`src/rtl/vga_text_if.sv`:
```
// Byte-stream input and character-buffer write port of the VGA text controller.
// The slave view belongs to the controller; the master view to whoever drives bytes in.
interface vga_text_if #(
  parameter int unsigned BUF_ADDR_WIDTH   = 10,
  parameter int unsigned C_AXI_DATA_WIDTH = 32
);
  logic                            char_valid_i;
  logic [7:0]                      char_data_i;
  logic                            char_ready_o;
  logic                            buf_wr_en_o;
  logic [BUF_ADDR_WIDTH-1:0]       buf_waddr_o;
  logic [C_AXI_DATA_WIDTH-1:0]     buf_wdata_o;
  logic [C_AXI_DATA_WIDTH/8-1:0]   buf_wstrb_o;
  logic [6:0]                      cursor_col_o;
  logic [4:0]                      cursor_row_o;
  logic                            busy_o;

  modport slave (
    input  char_valid_i,
    input  char_data_i,
    output char_ready_o,
    output buf_wr_en_o,
    output buf_waddr_o,
    output buf_wdata_o,
    output buf_wstrb_o,
    output cursor_col_o,
    output cursor_row_o,
    output busy_o
  );

  modport master (
    output char_valid_i,
    output char_data_i,
    input  char_ready_o,
    input  buf_wr_en_o,
    input  buf_waddr_o,
    input  buf_wdata_o,
    input  buf_wstrb_o,
    input  cursor_col_o,
    input  cursor_row_o,
    input  busy_o
  );
endinterface

```
`src/rtl/vga_text_ctrl.sv`:
```
// Turns a byte stream into character-buffer writes, tracking a cursor and handling
// CR/LF/BS/FF; rows are cleared on advance instead of scrolling.
module vga_text_ctrl #(
  parameter int unsigned N_COL            = 80,
  parameter int unsigned N_ROW            = 30,
  parameter int unsigned BUF_ADDR_WIDTH   = 10,
  parameter int unsigned C_AXI_DATA_WIDTH = 32,
  parameter bit          CLEAR_ON_RESET   = 1'b1
) (
  input logic       clk_i,
  input logic       rst_i,
  vga_text_if.slave bus_io
);

  localparam int unsigned Lanes = C_AXI_DATA_WIDTH / 8;
  localparam int unsigned LaneW = $clog2(Lanes);

  localparam logic [9:0] RowWords = 10'(N_COL / Lanes);
  localparam logic [9:0] AllWords = 10'(N_COL * N_ROW / Lanes);
  localparam logic [6:0] LastCol  = 7'(N_COL - 1);
  localparam logic [4:0] LastRow  = 5'(N_ROW - 1);

  localparam logic [7:0] ChBs = 8'h08;
  localparam logic [7:0] ChLf = 8'h0A;
  localparam logic [7:0] ChFf = 8'h0C;
  localparam logic [7:0] ChCr = 8'h0D;

  localparam logic [C_AXI_DATA_WIDTH-1:0] Blank   = {Lanes{8'h20}};
  localparam logic [Lanes-1:0]            LaneOne = {{(Lanes-1){1'b0}}, 1'b1};

  typedef enum logic [1:0] {StIdle, StWrite, StClearRow, StClearAll} state_e;

  state_e                      state_q;
  logic [6:0]                  col_q;
  logic [4:0]                  row_q;
  logic [9:0]                  cnt_q;
  logic                        wrap_q;
  logic                        wr_en_q;
  logic [BUF_ADDR_WIDTH-1:0]   waddr_q;
  logic [C_AXI_DATA_WIDTH-1:0] wdata_q;
  logic [Lanes-1:0]            wstrb_q;

  logic [7:0]                  ch;
  logic                        is_print;
  logic [6:0]                  tgt_col;
  logic [6:0]                  ch7;
  logic [11:0]                 tile;
  logic [4:0]                  row_adv;
  logic [BUF_ADDR_WIDTH-1:0]   char_addr;
  logic [Lanes-1:0]            char_strb;
  logic [C_AXI_DATA_WIDTH-1:0] char_data;

  // First word of a row in the clear sequence, offset by idx.
  function automatic logic [BUF_ADDR_WIDTH-1:0] row_word(input logic [4:0] row,
                                                          input logic [9:0] idx);
    logic [9:0] w;
    w = 10'(row) * RowWords + idx;
    return BUF_ADDR_WIDTH'(w);
  endfunction

  assign ch = bus_io.char_data_i;

  // Printable writes land at the current column; BS writes a space one column back.
  always_comb begin
    is_print  = (ch >= 8'h20) && (ch <= 8'h7E);
    tgt_col   = is_print ? col_q : col_q - 7'd1;
    ch7       = is_print ? ch[6:0] : 7'h20;
    tile      = 12'(row_q) * 12'(N_COL) + 12'(tgt_col);
    char_addr = BUF_ADDR_WIDTH'(tile >> LaneW);
    char_strb = LaneOne << tile[LaneW-1:0];
    char_data = {Lanes{1'b0, ch7}};
    row_adv   = (row_q == LastRow) ? 5'd0 : row_q + 5'd1;
  end

  always_ff @(posedge clk_i or posedge rst_i) begin
    if (rst_i) begin
      state_q <= CLEAR_ON_RESET ? StClearAll : StIdle;
      col_q   <= '0;
      row_q   <= '0;
      cnt_q   <= '0;
      wrap_q  <= 1'b0;
      wr_en_q <= 1'b0;
      waddr_q <= '0;
      wdata_q <= '0;
      wstrb_q <= '0;
    end else begin
      wr_en_q <= 1'b0;
      unique case (state_q)
        StIdle: begin
          if (bus_io.char_valid_i) begin
            if (is_print) begin
              wr_en_q <= 1'b1;
              waddr_q <= char_addr;
              wdata_q <= char_data;
              wstrb_q <= char_strb;
              state_q <= StWrite;
              if (col_q == LastCol) begin
                col_q  <= '0;
                row_q  <= row_adv;
                wrap_q <= 1'b1;
              end else begin
                col_q  <= col_q + 7'd1;
                wrap_q <= 1'b0;
              end
            end else if (ch == ChCr) begin
              col_q <= '0;
            end else if (ch == ChLf) begin
              col_q   <= '0;
              row_q   <= row_adv;
              wr_en_q <= 1'b1;
              waddr_q <= row_word(row_adv, 10'd0);
              wdata_q <= Blank;
              wstrb_q <= '1;
              cnt_q   <= 10'd1;
              state_q <= StClearRow;
            end else if ((ch == ChBs) && (col_q != 7'd0)) begin
              col_q   <= tgt_col;
              wrap_q  <= 1'b0;
              wr_en_q <= 1'b1;
              waddr_q <= char_addr;
              wdata_q <= char_data;
              wstrb_q <= char_strb;
              state_q <= StWrite;
            end else if (ch == ChFf) begin
              col_q   <= '0;
              row_q   <= '0;
              wr_en_q <= 1'b1;
              waddr_q <= '0;
              wdata_q <= Blank;
              wstrb_q <= '1;
              cnt_q   <= 10'd1;
              state_q <= StClearAll;
            end
          end
        end
        StWrite: begin
          // Row already advanced at accept time; start blanking the new row.
          if (wrap_q) begin
            wr_en_q <= 1'b1;
            waddr_q <= row_word(row_q, 10'd0);
            wdata_q <= Blank;
            wstrb_q <= '1;
            cnt_q   <= 10'd1;
            state_q <= StClearRow;
          end else begin
            state_q <= StIdle;
          end
        end
        StClearRow: begin
          if (cnt_q == RowWords) begin
            state_q <= StIdle;
          end else begin
            wr_en_q <= 1'b1;
            waddr_q <= row_word(row_q, cnt_q);
            wdata_q <= Blank;
            wstrb_q <= '1;
            cnt_q   <= cnt_q + 10'd1;
          end
        end
        StClearAll: begin
          // cnt_q is the next word to emit; after reset nothing has been emitted yet.
          if (cnt_q == AllWords) begin
            state_q <= StIdle;
          end else begin
            wr_en_q <= 1'b1;
            waddr_q <= BUF_ADDR_WIDTH'(cnt_q);
            wdata_q <= Blank;
            wstrb_q <= '1;
            cnt_q   <= cnt_q + 10'd1;
          end
        end
        default: state_q <= StIdle;
      endcase
    end
  end

  assign bus_io.char_ready_o = (state_q == StIdle);
  assign bus_io.busy_o       = (state_q != StIdle);
  assign bus_io.buf_wr_en_o  = wr_en_q;
  assign bus_io.buf_waddr_o  = waddr_q;
  assign bus_io.buf_wdata_o  = wdata_q;
  assign bus_io.buf_wstrb_o  = wstrb_q;
  assign bus_io.cursor_col_o = col_q;
  assign bus_io.cursor_row_o = row_q;

endmodule

```
`src/flat_wrapper.sv`:
```
// flat-port wrapper written by rule: the top's interface ports become plain ports
module vga_text_ctrl_flat 
#(
  parameter int unsigned N_COL            = 80,
  parameter int unsigned N_ROW            = 30,
  parameter int unsigned BUF_ADDR_WIDTH   = 10,
  parameter int unsigned C_AXI_DATA_WIDTH = 32,
  parameter bit          CLEAR_ON_RESET   = 1'b1
)
  (clk_i, rst_i, bus_io_char_valid_i, bus_io_char_data_i, bus_io_char_ready_o, bus_io_buf_wr_en_o, bus_io_buf_waddr_o, bus_io_buf_wdata_o, bus_io_buf_wstrb_o, bus_io_cursor_col_o, bus_io_cursor_row_o, bus_io_busy_o);
  vga_text_if #(.BUF_ADDR_WIDTH(BUF_ADDR_WIDTH), .C_AXI_DATA_WIDTH(C_AXI_DATA_WIDTH)) bus_io_i ();
  input logic clk_i;
  input logic rst_i;
  input wire logic [$bits(bus_io_i.char_valid_i)-1:0] bus_io_char_valid_i;
  input wire logic [$bits(bus_io_i.char_data_i)-1:0] bus_io_char_data_i;
  output wire logic [$bits(bus_io_i.char_ready_o)-1:0] bus_io_char_ready_o;
  output wire logic [$bits(bus_io_i.buf_wr_en_o)-1:0] bus_io_buf_wr_en_o;
  output wire logic [$bits(bus_io_i.buf_waddr_o)-1:0] bus_io_buf_waddr_o;
  output wire logic [$bits(bus_io_i.buf_wdata_o)-1:0] bus_io_buf_wdata_o;
  output wire logic [$bits(bus_io_i.buf_wstrb_o)-1:0] bus_io_buf_wstrb_o;
  output wire logic [$bits(bus_io_i.cursor_col_o)-1:0] bus_io_cursor_col_o;
  output wire logic [$bits(bus_io_i.cursor_row_o)-1:0] bus_io_cursor_row_o;
  output wire logic [$bits(bus_io_i.busy_o)-1:0] bus_io_busy_o;
  assign bus_io_i.char_valid_i = bus_io_char_valid_i;
  assign bus_io_i.char_data_i = bus_io_char_data_i;
  assign bus_io_char_ready_o = bus_io_i.char_ready_o;
  assign bus_io_buf_wr_en_o = bus_io_i.buf_wr_en_o;
  assign bus_io_buf_waddr_o = bus_io_i.buf_waddr_o;
  assign bus_io_buf_wdata_o = bus_io_i.buf_wdata_o;
  assign bus_io_buf_wstrb_o = bus_io_i.buf_wstrb_o;
  assign bus_io_cursor_col_o = bus_io_i.cursor_col_o;
  assign bus_io_cursor_row_o = bus_io_i.cursor_row_o;
  assign bus_io_busy_o = bus_io_i.busy_o;
  vga_text_ctrl #(.N_COL(N_COL), .N_ROW(N_ROW), .BUF_ADDR_WIDTH(BUF_ADDR_WIDTH), .C_AXI_DATA_WIDTH(C_AXI_DATA_WIDTH), .CLEAR_ON_RESET(CLEAR_ON_RESET)) u_core (.clk_i(clk_i), .rst_i(rst_i), .bus_io(bus_io_i));
endmodule
```
`config.mk`:
```
export PLATFORM = sky130hd
export DESIGN_NAME = vga_text_ctrl_flat
export DESIGN_NICKNAME = d
export VERILOG_FILES = /design/src/rtl/vga_text_if.sv /design/src/rtl/vga_text_ctrl.sv /design/src/flat_wrapper.sv
export SDC_FILE = /design/constraint.sdc
export NUM_CORES = 1
export LEC_CHECK = 0
export CORE_MARGIN = 4
export CORE_UTILIZATION = 50
export CTS_CLUSTER_DIAMETER = 80
export DETAILED_ROUTE_END_ITERATION = 10
export PLACE_DENSITY_LB_ADDON = 0.05
export SYNTH_ARGS = -nofsm -noshare
export SYNTH_HDL_FRONTEND = slang
export SYNTH_SLANG_ARGS = --single-unit
```
`constraint.sdc`:
```
create_clock -name clk_i -period 4.5 [get_ports clk_i]
set_input_delay 0.675 -clock clk_i [delete_from_list [all_inputs] [get_ports clk_i]]
set_output_delay 0.675 -clock clk_i [all_outputs]
set_load 0.03 [all_outputs]
```
==> metrics.md, run 1 <==
| Metric | Value |
|---|---|
| Register area share after synthesis | 29.99% |
| Largest family of logic cells by synthesized area | compound AO/OA/AOI/OAI gates |
| Area growth syn-to-layout | 17.45% |
| CP max FO | 6 |
| Critical-path cell list | clkdlybuf4s50_1 > nand4_1 > o21bai_1 > nor4b_1 > xor2_1 > inv_1 > fa_1 > nor2b_1 > o21ai_0 > xnor2_1 > o2bb2ai_1 > mux4_2 > mux2_2 |
| CP peak stage delay | 0.57 ns |
| Register area | 1179 sq um |
| Fin crit share | 89.37% |
| CP bufs+invs | 2 |
| Total GRT Usage | 21.73% |
| Root Buffer | clkbuf_8 |
| Asr flop ratio synth | 100.0% |
| Simple-gate share of the synthesized area | 19.01% |
| Post-Synth Adder-Cell Area | 11.27% |
| Synth area leader | dfrtp_1 |
| Post-synthesis average cell area | 8.562 sq um |
| Synthesized instance count | 459 |
| Initial Utilization | 51.12% |
| Vias in the first global route | 3270 |
| FP Rows | 32 |
| Hold buffer count at CTS | 0 |
| Max VDD drop | 0.4319 mV |
| Outcome | finished, final reports clean |
| Die Wd | 96.66 microns |
| Reg clk slew, reported paths | 0.10 ns |
| Crit path arrival time | 4.22 ns |
| CTS tree | yes |
| Die ar. | 9342 sq um |
| Mux share of post-synthesis cell area | 3.088% |
| Worst path top cell family by delay | simple AND/OR/NAND/NOR gates |
| Number of synthesized register bits | 47 |
| DRC violations left | 0 |
| Via count | 3521 |
| Ys flop type | dfrtp_1 |
| Wire per inst | 17.10 microns |
| RSZ-0062 raised after global routing | no |
| Post-route antenna net violation count | 0 |
| Antenna diode count | 0 |
| DR iter-0 viols | 238 |
| Worst Setup End Kind | register |
| Pwr per Cell Area | 465.8 nW/um^2 |
| Crit path kind | input pin to register |
| Worst Path Required | 4.70 ns |
| Die Ht | 96.66 microns |
| Post-DP HPWL | 7678 microns |
| Largest net degree at the start of global routing | 48 |
| Worst Tran Pin Value | 1.024 ns |
| Number of synthesized flops with an enable pin | 0 |
| Skew final | 0.009087 ns |
| Worst-Skew Late Latency | 0.31 ns |
| Slew headroom | 31.62% |
| Vias per cell | 5.849 |
| Fin nets | 543 |
| Setup tns final | 0 ns |
| Number of I/O port buffers | 67 |
| # Max-Cap Violations | 0 |
| Detailed-router iteration count before antenna repair | 5 |
| Io pins | 72 |
| YS warnings | 0 |
| GP Congestion | 0.9335 |
| Worst hold path class | register to register |
| Final setup violating endpoints | 0 |
| Pleak | 2.072 nW |
| Mapped Area | 3930 sq um |
| CTS resizes | 0 |
| Max Slew Vio Count | 0 |
| Min cycle time layout | 4.022 ns |
| Fin. Hold Viols | 0 |
| Clock tree buffer depth | 2 |
| # Post-CTS Setup Buffers | 0 |
| Filler cell count | 695 |
| Synth cell count leaders | dfrtp_1 (45), nand2_1 (45), o21ai_0 (35) |
| Max Fclk | 0.2487 GHz |
| Post-synthesis compound-gate area fraction | 22.06% |
| Yosys cell types | 68 |
| Drt total wl | 10300 microns |
| Worst path slowest cell | clkdlybuf4s50_1 |
| Min-Delay Startpoint | u_core.bus_io.buf_wstrb_o[2] |
| First-pass GRT wire length | 16940 microns |
| Hold_ws | 0.4898 ns |
| Crit start category | input pin |
| H-tree levels | 2 |
| CP startpoint | bus_io_char_data_i[6] |
| CTS Buf Count | 5 |
| CORE AREA | 7687 sq um |
| Grt ovf | 0 |
| FF-to-FF Start | u_core.bus_io.cursor_col_o[0] |
| Multi-input gate area in the final layout | 2395 sq um |
| Top-area cell type share of the netlist area | 28.65% |
| Clk sinks | 47 |
| Share of layout cells above drive strength 1 | 7.200% |
| Synth area leaders | dfrtp_1 (29%), ha_1 (9.2%), buf_4 (5.0%) |
| Synth Area in XOR/XNOR | 5.126% |
| Initial antenna violation count | 0 |
==> placed cells by master, fill, tap and decap left out, types with 3 or more instances in the layout <==
master | netlist | routed
a221oi_1 | 4 | 4
o22a_1 | 4 | 4
nor2_1 | 30 | 30
clkbuf_8 | 0 | 6
nand3_1 | 24 | 24
nor4_1 | 4 | 4
o21bai_1 | 3 | 3
a22oi_1 | 3 | 3
fa_1 | 4 | 4
nand2_1 | 45 | 45
ha_1 | 29 | 29
or3_1 | 4 | 4
buf_4 | 26 | 7
clkdlybuf4s50_1 | 0 | 67
conb_1 | 1 | 4
o21ai_0 | 35 | 35
mux2_2 | 7 | 7
dfrtp_1 | 45 | 45
a21o_1 | 8 | 8
xnor2_1 | 12 | 12
nor3_1 | 10 | 10
a41oi_1 | 3 | 3
o22ai_1 | 5 | 5
xor2_1 | 11 | 11
inv_1 | 23 | 22
a21oi_1 | 19 | 19
and3_1 | 8 | 8
o211ai_1 | 6 | 6
a31oi_1 | 8 | 8
o31ai_1 | 7 | 7
o2111ai_1 | 3 | 3
nand4_1 | 6 | 6
==> final timing paths <==
kind	to	slack, ns	cells past startpoint
max reg2reg	u_core.bus_io.buf_waddr_o[6]	0.88	11
max	u_core.bus_io.buf_waddr_o[6]	0.48	13
min in group asynchronous	u_core.bus_io.buf_wdata_o[22]	0.92	2
min	u_core.bus_io.buf_wstrb_o[2]	0.49	2
min reg2reg	u_core.bus_io.buf_wstrb_o[2]	0.49	2
max in group asynchronous	u_core.cnt_q[9]	2.94	2
==> cells by family (layout without fill, tap and decap cells) <==
logic type	Yosys count	count (layout)
muxes	10	10
other	1	4
xor gates and xnor gates	23	23
and+or+nand+nor	150	150
buffers and inverters	69	107
DFF	47	47
AOI/OAI and AO/OA	126	126
adders and majority gates	33	33
==> metrics by stage <==
step / std cells / utilization (%) / power (mW) / setup WS, ns / area [sq um]
after global routing: 602 / 60.04 / 2.313 / 0.2131 / 4616
after CTS: 602 / 60.04 / 2.156 / 0.5248 / 4616
after detailed placement: 594 / 58.81 / 1.871 / 0.2004 / 4521
after floorplan: 462 / - / 1.498 / 0.8099 / 3941
after global placement: 594 / 58.81 / 1.855 / 0.3775 / 4521
final: 602 / 60.04 / 2.150 / 0.4783 / 4616
==> flip-flops by register name, indices dropped and copies added (netlist names) <==
| name | cells |
|---|---|
| u_core.state_q | 2 |
| u_core.wrap_q | 1 |
| u_core.bus_io.cursor_col_o | 7 |
| u_core.bus_io.buf_waddr_o | 10 |
| u_core.bus_io.cursor_row_o | 5 |
| u_core.bus_io.buf_wr_en_o | 1 |
| u_core.cnt_q | 10 |
| u_core.bus_io.buf_wdata_o | 7 |
| u_core.bus_io.buf_wstrb_o | 4 |
==> power breakdown <==
group | switching [mW] | internal, mW
Sequential | 0.165 | 0.543
Clock | 0.156 | 0.126
Combinational | 0.712 | 0.448
Total | 1.03 | 1.12
==> metal layers <==
| layer | track usage [%] | up-vias | part of all wire, % |
|---|---|---|---|
| met5 | 0 | - | 0 |
| li1 | - | 1718 | - |
| met3 | 3.100 | 11 | 4.7 |
| met4 | 3.996 | 0 | 1.0 |
| met1 | 32.97 | 1685 | 48 |
| met2 | 33.23 | 107 | 46 |
==> worst min-delay path, delay by kind of cell (launching register included) <==
family | cells | cell delay [ns]
AOI/OAI and AO/OA | 1 | 0.06
and+or+nand+nor | 1 | 0.05
DFF | 1 | 0.35
==> final cells by class <==
type	instances	share of cell area (%)
Multi-Input combinational cell	346	51.88
Sequential cell	47	25.54
Timing Repair Buffer	74	15.67
Tap cell	102	2.765
Inverter	25	2.087
Clock buffer	7	1.870
Clock inverter	1	0.1898
(Power assumes the default switching activity.)
==> inputs of run 2 (changes only) <==
CTS_BUF_LIST = sky130_fd_sc_hd__clkbuf_16   (was default)
SETUP_SLACK_MARGIN = 0.4   (was default)
==> run 2 against run 1 <==
Against the previous run: sequential power about the same; worst setup slack better by 0.21 ns; first-iteration DRC count up 5.5%; worst hold slack lost 0.0080 ns; die area unchanged; clock skew down 0.0024 ns.
==> metrics.md, run 2 (same netlist as run 1, synthesis figures left out) <==
| Metric | Value |
|---|---|
| R2R Setup Slk | 1.02 ns |
| Skew final | 0.006687 ns |
| Reg2reg path depth | 11 |
| Crit path arrival time | 3.99 ns |
| Post-DP HPWL | 7678 microns |
| Final worst-path setup slack | 0.6861 ns |
| Fin crit share | 84.75% |
| Grt ovf | 0 |
| Vias in the first global route | 3297 |
| CORE AREA | 7687 sq um |
| Initial Utilization | 51.12% |
| Antenna diode count | 0 |
| Fin. Hold Viols | 0 |
| Worst Tran Pin Value | 1.025 ns |
| Most frequent cells in the layout | clkdlybuf4s50_1 (67), nand2_1 (45), dfrtp_1 (45), o21ai_0 (35), nor2_1 (30) |
| Outcome | finished, final reports clean |
| DP Area | 4521 sq um |
| Crit start category | input pin |
| Min cycle time layout | 3.814 ns |
| RSZ-0062 raised after global routing | no |
| Reg2reg end | u_core.bus_io.buf_waddr_o[6] |
| Top Layer Used | met4 |
| Wire per inst | 17.17 microns |
| Hold_ws | 0.4817 ns |
| Met2 WL | 4806 microns |
| First-pass GRT wire length | 17040 microns |
| Worst Setup End Kind | register |
| Via count | 3534 |
| Post-route antenna net violation count | 0 |
| Max VDD drop | 0.4320 mV |
| Die Ht | 96.66 microns |
| Total GRT Usage | 21.95% |
| Share of layout cells above drive strength 1 | 7.400% |
| Worst path slowest cell | clkdlybuf4s50_1 |
| Pwr per Cell Area | 480.8 nW/um^2 |
| Slew headroom | 31.59% |
| Routed wl met3 | 580 microns |
| Commonest non-fill, non-tap cell in the layout | clkdlybuf4s50_1 |
| Detailed-router iteration count before antenna repair | 5 |
| Pleak | 2.101 nW |
| Placed cell count | 594 |
| Io pins | 72 |
| FF-to-FF Start | u_core.bus_io.cursor_col_o[0] |
| Die ar. | 9342 sq um |
| Max Fclk | 0.2622 GHz |
| Largest net degree at the start of global routing | 48 |
| H-tree levels | 2 |
| Worst-Skew Late Latency | 0.29 ns |
| DR iter-0 viols | 251 |
| CTS tree | yes |
| Non-Filler Cell Area, Final | 4672 sq um |
| Drt total wl | 10340 microns |
| Multi-input gate area in the final layout | 2405 sq um |
| Post-Route Utilization | 60.77% |
| Final setup violating endpoints | 0 |
| Setup slack after placement | 0.2004 ns |
| Crit path kind | input pin to register |
| Clk sinks | 47 |
| Worst hold path class | register to register |
| Setup crit end | u_core.bus_io.buf_waddr_o[6] |
| Area growth syn-to-layout | 18.88% |
| Die Wd | 96.66 microns |
| Number of I/O port buffers | 67 |
| CP peak stage delay | 0.57 ns |
| # Max-Cap Violations | 0 |
| Critical-path cell list | clkdlybuf4s50_1 > nand4_1 > o21bai_2 > and3_1 > xor2_1 > ha_1 > inv_1 > fa_1 > nor2b_1 > o21ai_0 > xnor2_1 > o2bb2ai_1 > mux4_2 > mux2_2 |
| Setup tns final | 0 ns |
| Pwr Total | 2.246 mW |
| Worst Path Required | 4.68 ns |
| Max Slew Vio Count | 0 |
| FP Rows | 32 |
| CP max FO | 6 |
| Clock tree buffer depth | 2 |
| Initial antenna violation count | 0 |
| CTS Buf Count | 5 |
| Register area | 1179 sq um |
| Fin nets | 543 |
| DRC violations left | 0 |
| CP startpoint | bus_io_char_data_i[6] |
| Filler cell count | 689 |
| Vias per cell | 5.870 |
| Root Buffer | clkbuf_16 |
| GP Congestion | 0.9335 |
| Met1 Wirelength | 4829 microns |
| Reg clk slew, reported paths | 0.07 ns |
| Non-filler cells, final | 602 |
==> run 2: how the worst min path moves through the flow <==
stage,start,endpoint,slack (ns),depth (start not counted)
after floorplan,u_core.wrap_q,u_core.wrap_q,0.47,2
after global placement,u_core.bus_io.buf_wstrb_o[0],u_core.bus_io.buf_wstrb_o[0],0.47,2
after detailed placement,u_core.bus_io.buf_wstrb_o[2],u_core.bus_io.buf_wstrb_o[2],0.47,2
after CTS,u_core.bus_io.buf_wstrb_o[2],u_core.bus_io.buf_wstrb_o[2],0.49,2
after global routing,u_core.bus_io.buf_waddr_o[7],u_core.bus_io.buf_waddr_o[7],0.51,2
final,u_core.bus_io.buf_wstrb_o[2],u_core.bus_io.buf_wstrb_o[2],0.48,2
==> run 2: area by class of cell <==
cell class / count / share of cell area [%]
multi-input combinational: 346 / 51.47
sequential: 47 / 25.23
timing repair buffer: 74 / 15.48
tap: 102 / 2.732
clock buffer: 5 / 2.678
inverter: 25 / 2.062
clock inverter: 3 / 0.3482
==> run 2: timing repair <==
| item | 4_1_cts | 5_1_grt |
|---|---|---|
| buffers inserted | 0 | 0 |
| resized for setup | 0 | 2 |
| hold buffers | 0 | 0 |
| endpoints found under the setup margin | 0 | 1 |
==> run 2: where the power goes <==
| part | internal (mW) | total, mW | switching, mW |
|---|---|---|---|
| Clock | 0.204 | 0.372 | 0.168 |
| Sequential | 0.543 | 0.708 | 0.165 |
| Combinational | 0.449 | 1.17 | 0.717 |
| Total | 1.20 | 2.25 | 1.05 |
==> run 2: critical path, delay by kind of cell <==
kind / cells / cell delay, ns
adders and majority gates: 2 / 0.59
buffers and inverters: 2 / 0.63
muxes: 2 / 0.71
xor gates and xnor gates: 2 / 0.33
AOI/OAI and AO/OA: 3 / 0.46
and+or+nand+nor: 3 / 0.59
==> run 2: routing by layer <==
layer	global-route usage, %	up-vias
li1	-	1717
met1	33.15	1670
met2	33.23	133
met3	3.389	14
met4	4.644	0
met5	0	-
==> inputs of run 3 (changes only) <==
CORE_UTILIZATION = 48   (was 50)
clock period = 3.35 ns   (was 4.5 ns; I/O delays follow)
==> run 3 against run 2 <==
Against the previous run: worst hold slack better by 0.0049 ns; sequential power increased by 29%; sequential share of layout area shrank 2.8 points; register-to-register slack got worse by 0.81 ns; clock skew up 0.00059 ns.
==> metrics.md, run 3 (same netlist as run 1, synthesis figures left out) <==
| Metric | Value |
|---|---|
| Fin nets | 601 |
| H-tree levels | 2 |
| Number of I/O port buffers | 67 |
| Post-DP HPWL | 8429 microns |
| Sw Pwr | 1.452 mW |
| Most frequent cells in the layout | buf_4 (60), clkdlybuf4s50_1 (59), nand2_1 (45), dfrtp_1 (38), o21ai_0 (34) |
| Final worst-path setup slack | 0.2133 ns |
| Vias in the first global route | 3666 |
| Combinational Power Share | 56.4% |
| Clock power frac | 15.0% |
| Reg clk slew, reported paths | 0.07 ns |
| Slew headroom | 55.73% |
| Die Ht | 98.49 microns |
| Non-filler cells, final | 660 |
| Worst Setup End Kind | register |
| Setup slack after placement | -0.5811 ns |
| Wire per inst | 17.12 microns |
| Vias per cell | 5.833 |
| Max Slew Vio Count | 0 |
| Crit start category | register |
| Outcome | finished, final reports clean |
| Max VDD drop | 0.4596 mV |
| DRC violations left | 0 |
| Area growth syn-to-layout | 34.99% |
| Largest net degree at the start of global routing | 33 |
| CTS Buf Count | 5 |
| Antenna diode count | 0 |
| Pleak | 2.426 nW |
| Max Fclk | 0.3188 GHz |
| Crit path kind | register to register |
| Detailed-router iteration count before antenna repair | 5 |
| Die Wd | 98.49 microns |
| FF-to-FF Start | u_core.bus_io.cursor_col_o[0] |
| RSZ-0062 raised after global routing | yes |
| Worst hold path class | input pin to async pin |
| Worst Tran Pin Value | 0.6554 ns |
| Commonest non-fill, non-tap cell in the layout | buf_4 |
| Critical-path cell list | or3_4 > nor4b_4 > xor2_1 > inv_1 > fa_2 > nor2b_2 > o21ai_2 > xnor2_1 > o2bb2ai_1 > mux4_2 > mux2_4 |
| Hold buffer count at CTS | 0 |
| FP Rows | 32 |
| Clock tree buffer depth | 2 |
| Io pins | 72 |
| DR iter-0 viols | 263 |
| Worst-Skew Late Latency | 0.29 ns |
| Pwr per Cell Area | 604.1 nW/um^2 |
| Via count | 3850 |
| First-pass GRT wire length | 18100 microns |
| Filler cell count | 685 |
| Reg2reg path depth | 11 |
| Fin crit share | 93.63% |
| Drt total wl | 11300 microns |
| CTS tree | yes |
| CORE AREA | 7848 sq um |
| Grt ovf | 0 |
| Share of layout cells above drive strength 1 | 23.48% |
| Reg2reg end | u_core.bus_io.buf_waddr_o[6] |
| R2R Setup Slk | 0.21 ns |
| Int Pwr | 1.753 mW |
| Total GRT Usage | 22.72% |
| Final setup violating endpoints | 0 |
| # Max-Cap Violations | 0 |
| Worst path slowest cell | mux4_2 |
| Fin. Hold Viols | 0 |
| Initial antenna violation count | 0 |
| Placed cell count | 633 |
| Reg power frac | 28.6% |
| CP peak stage delay | 0.45 ns |
| Skew final | 0.007279 ns |
| Die ar. | 9699 sq um |
| Net Sw Frac | 45.31% |
| GP Congestion | 0.9369 |
| Min cycle time layout | 3.137 ns |
| Clk sinks | 47 |
| Root Buffer | clkbuf_16 |
| CP max FO | 4 |
| Worst Path Required | 3.52 ns |
| Post-route antenna net violation count | 0 |
| Initial Utilization | 50.08% |
| Post-Route Utilization | 67.60% |
| Crit path arrival time | 3.31 ns |
## run 3: power by group through the flow
stage                     Clock, mW  Combinational [mW]  Sequential [mW]
after CTS                     0.488                1.79            0.912
after global routing          0.520                1.95            0.946
after detailed placement          0                1.73            0.928
after floorplan                   0               0.966             1.06
after global placement            0                1.72            0.925
final                         0.482                1.81            0.916
## run 3: what timing repair did
| item | in CTS | in global routing |
|---|---|---|
| gates resized for setup | 36 | 12 |
| pin swaps | 12 | 21 |
| hold endpoints to repair | 0 | 0 |
| endpoints found under the setup margin | 6 | 5 |
| setup buffers | 13 | 6 |
## run 3: worst max path at each step
| stage | from | endpoint | slack (ns) | cells after the start |
|---|---|---|---|---|
| 6_report | u_core.bus_io.cursor_col_o[0] | u_core.bus_io.buf_waddr_o[6] | 0.21 | 11 |
| 5_1_grt | u_core.bus_io.cursor_col_o[0] | u_core.bus_io.buf_waddr_o[6] | 0.12 | 11 |
| 4_1_cts | u_core.bus_io.cursor_col_o[0] | u_core.bus_io.buf_waddr_o[6] | 0.20 | 11 |
| 3_5_place_dp | bus_io_char_data_i[5] | u_core.bus_io.buf_waddr_o[6] | -0.58 | 14 |
| 3_3_place_gp | bus_io_char_data_i[1] | u_core.bus_io.buf_waddr_o[6] | -0.42 | 14 |
| 2_1_floorplan | bus_io_char_data_i[1] | u_core.bus_io.buf_waddr_o[6] | 0.17 | 14 |
## run 3: through the flow
stage	area [sq um]	hold WS (ns)	setup TNS, ns	power (mW)
after floorplan	4018	0.4712	0	2.027
after global placement	4891	0.4707	-0.9235	2.642
after detailed placement	4891	0.4759	-1.658	2.660
after CTS	5179	0.4909	0	3.193
after global routing	5305	0.5172	0	3.419
final	5305	0.4866	0	3.205
## run 3: cell type report
class | instances | area [sq um] | area share (%)
clock buffers | 5 | 125.1 | 2.358
clock inverters | 3 | 12.51 | 0.2358
inverters | 25 | 96.34 | 1.816
multi-input cells | 346 | 2587 | 48.77
flip-flops and latches | 47 | 1187 | 22.38
well taps | 102 | 127.6 | 2.406
repair buffers | 132 | 1169 | 22.03
## run 3: layer usage
metal  global-route usage (%)  part of all wire (%)  up-vias
met4                    4.307                   1.5        0
met2                    36.30                    46      161
met3                    3.822                   7.4       21
met5                        0                     0        -
li1                         -                     -     1833
met1                    32.81                    45     1835
## run 3: worst max-delay path: cells and delay by family, from the launching register on
kind                     cells  cell delay (ns)
flip-flops                   1             0.44
XOR/XNOR                     2             0.34
multiplexers                 2             0.72
AND/OR/NAND/NOR              3             0.86
AO/OA/AOI/OAI                2             0.20
adder cells (fa/ha/maj)      1             0.38
buffers and inverters        1             0.09
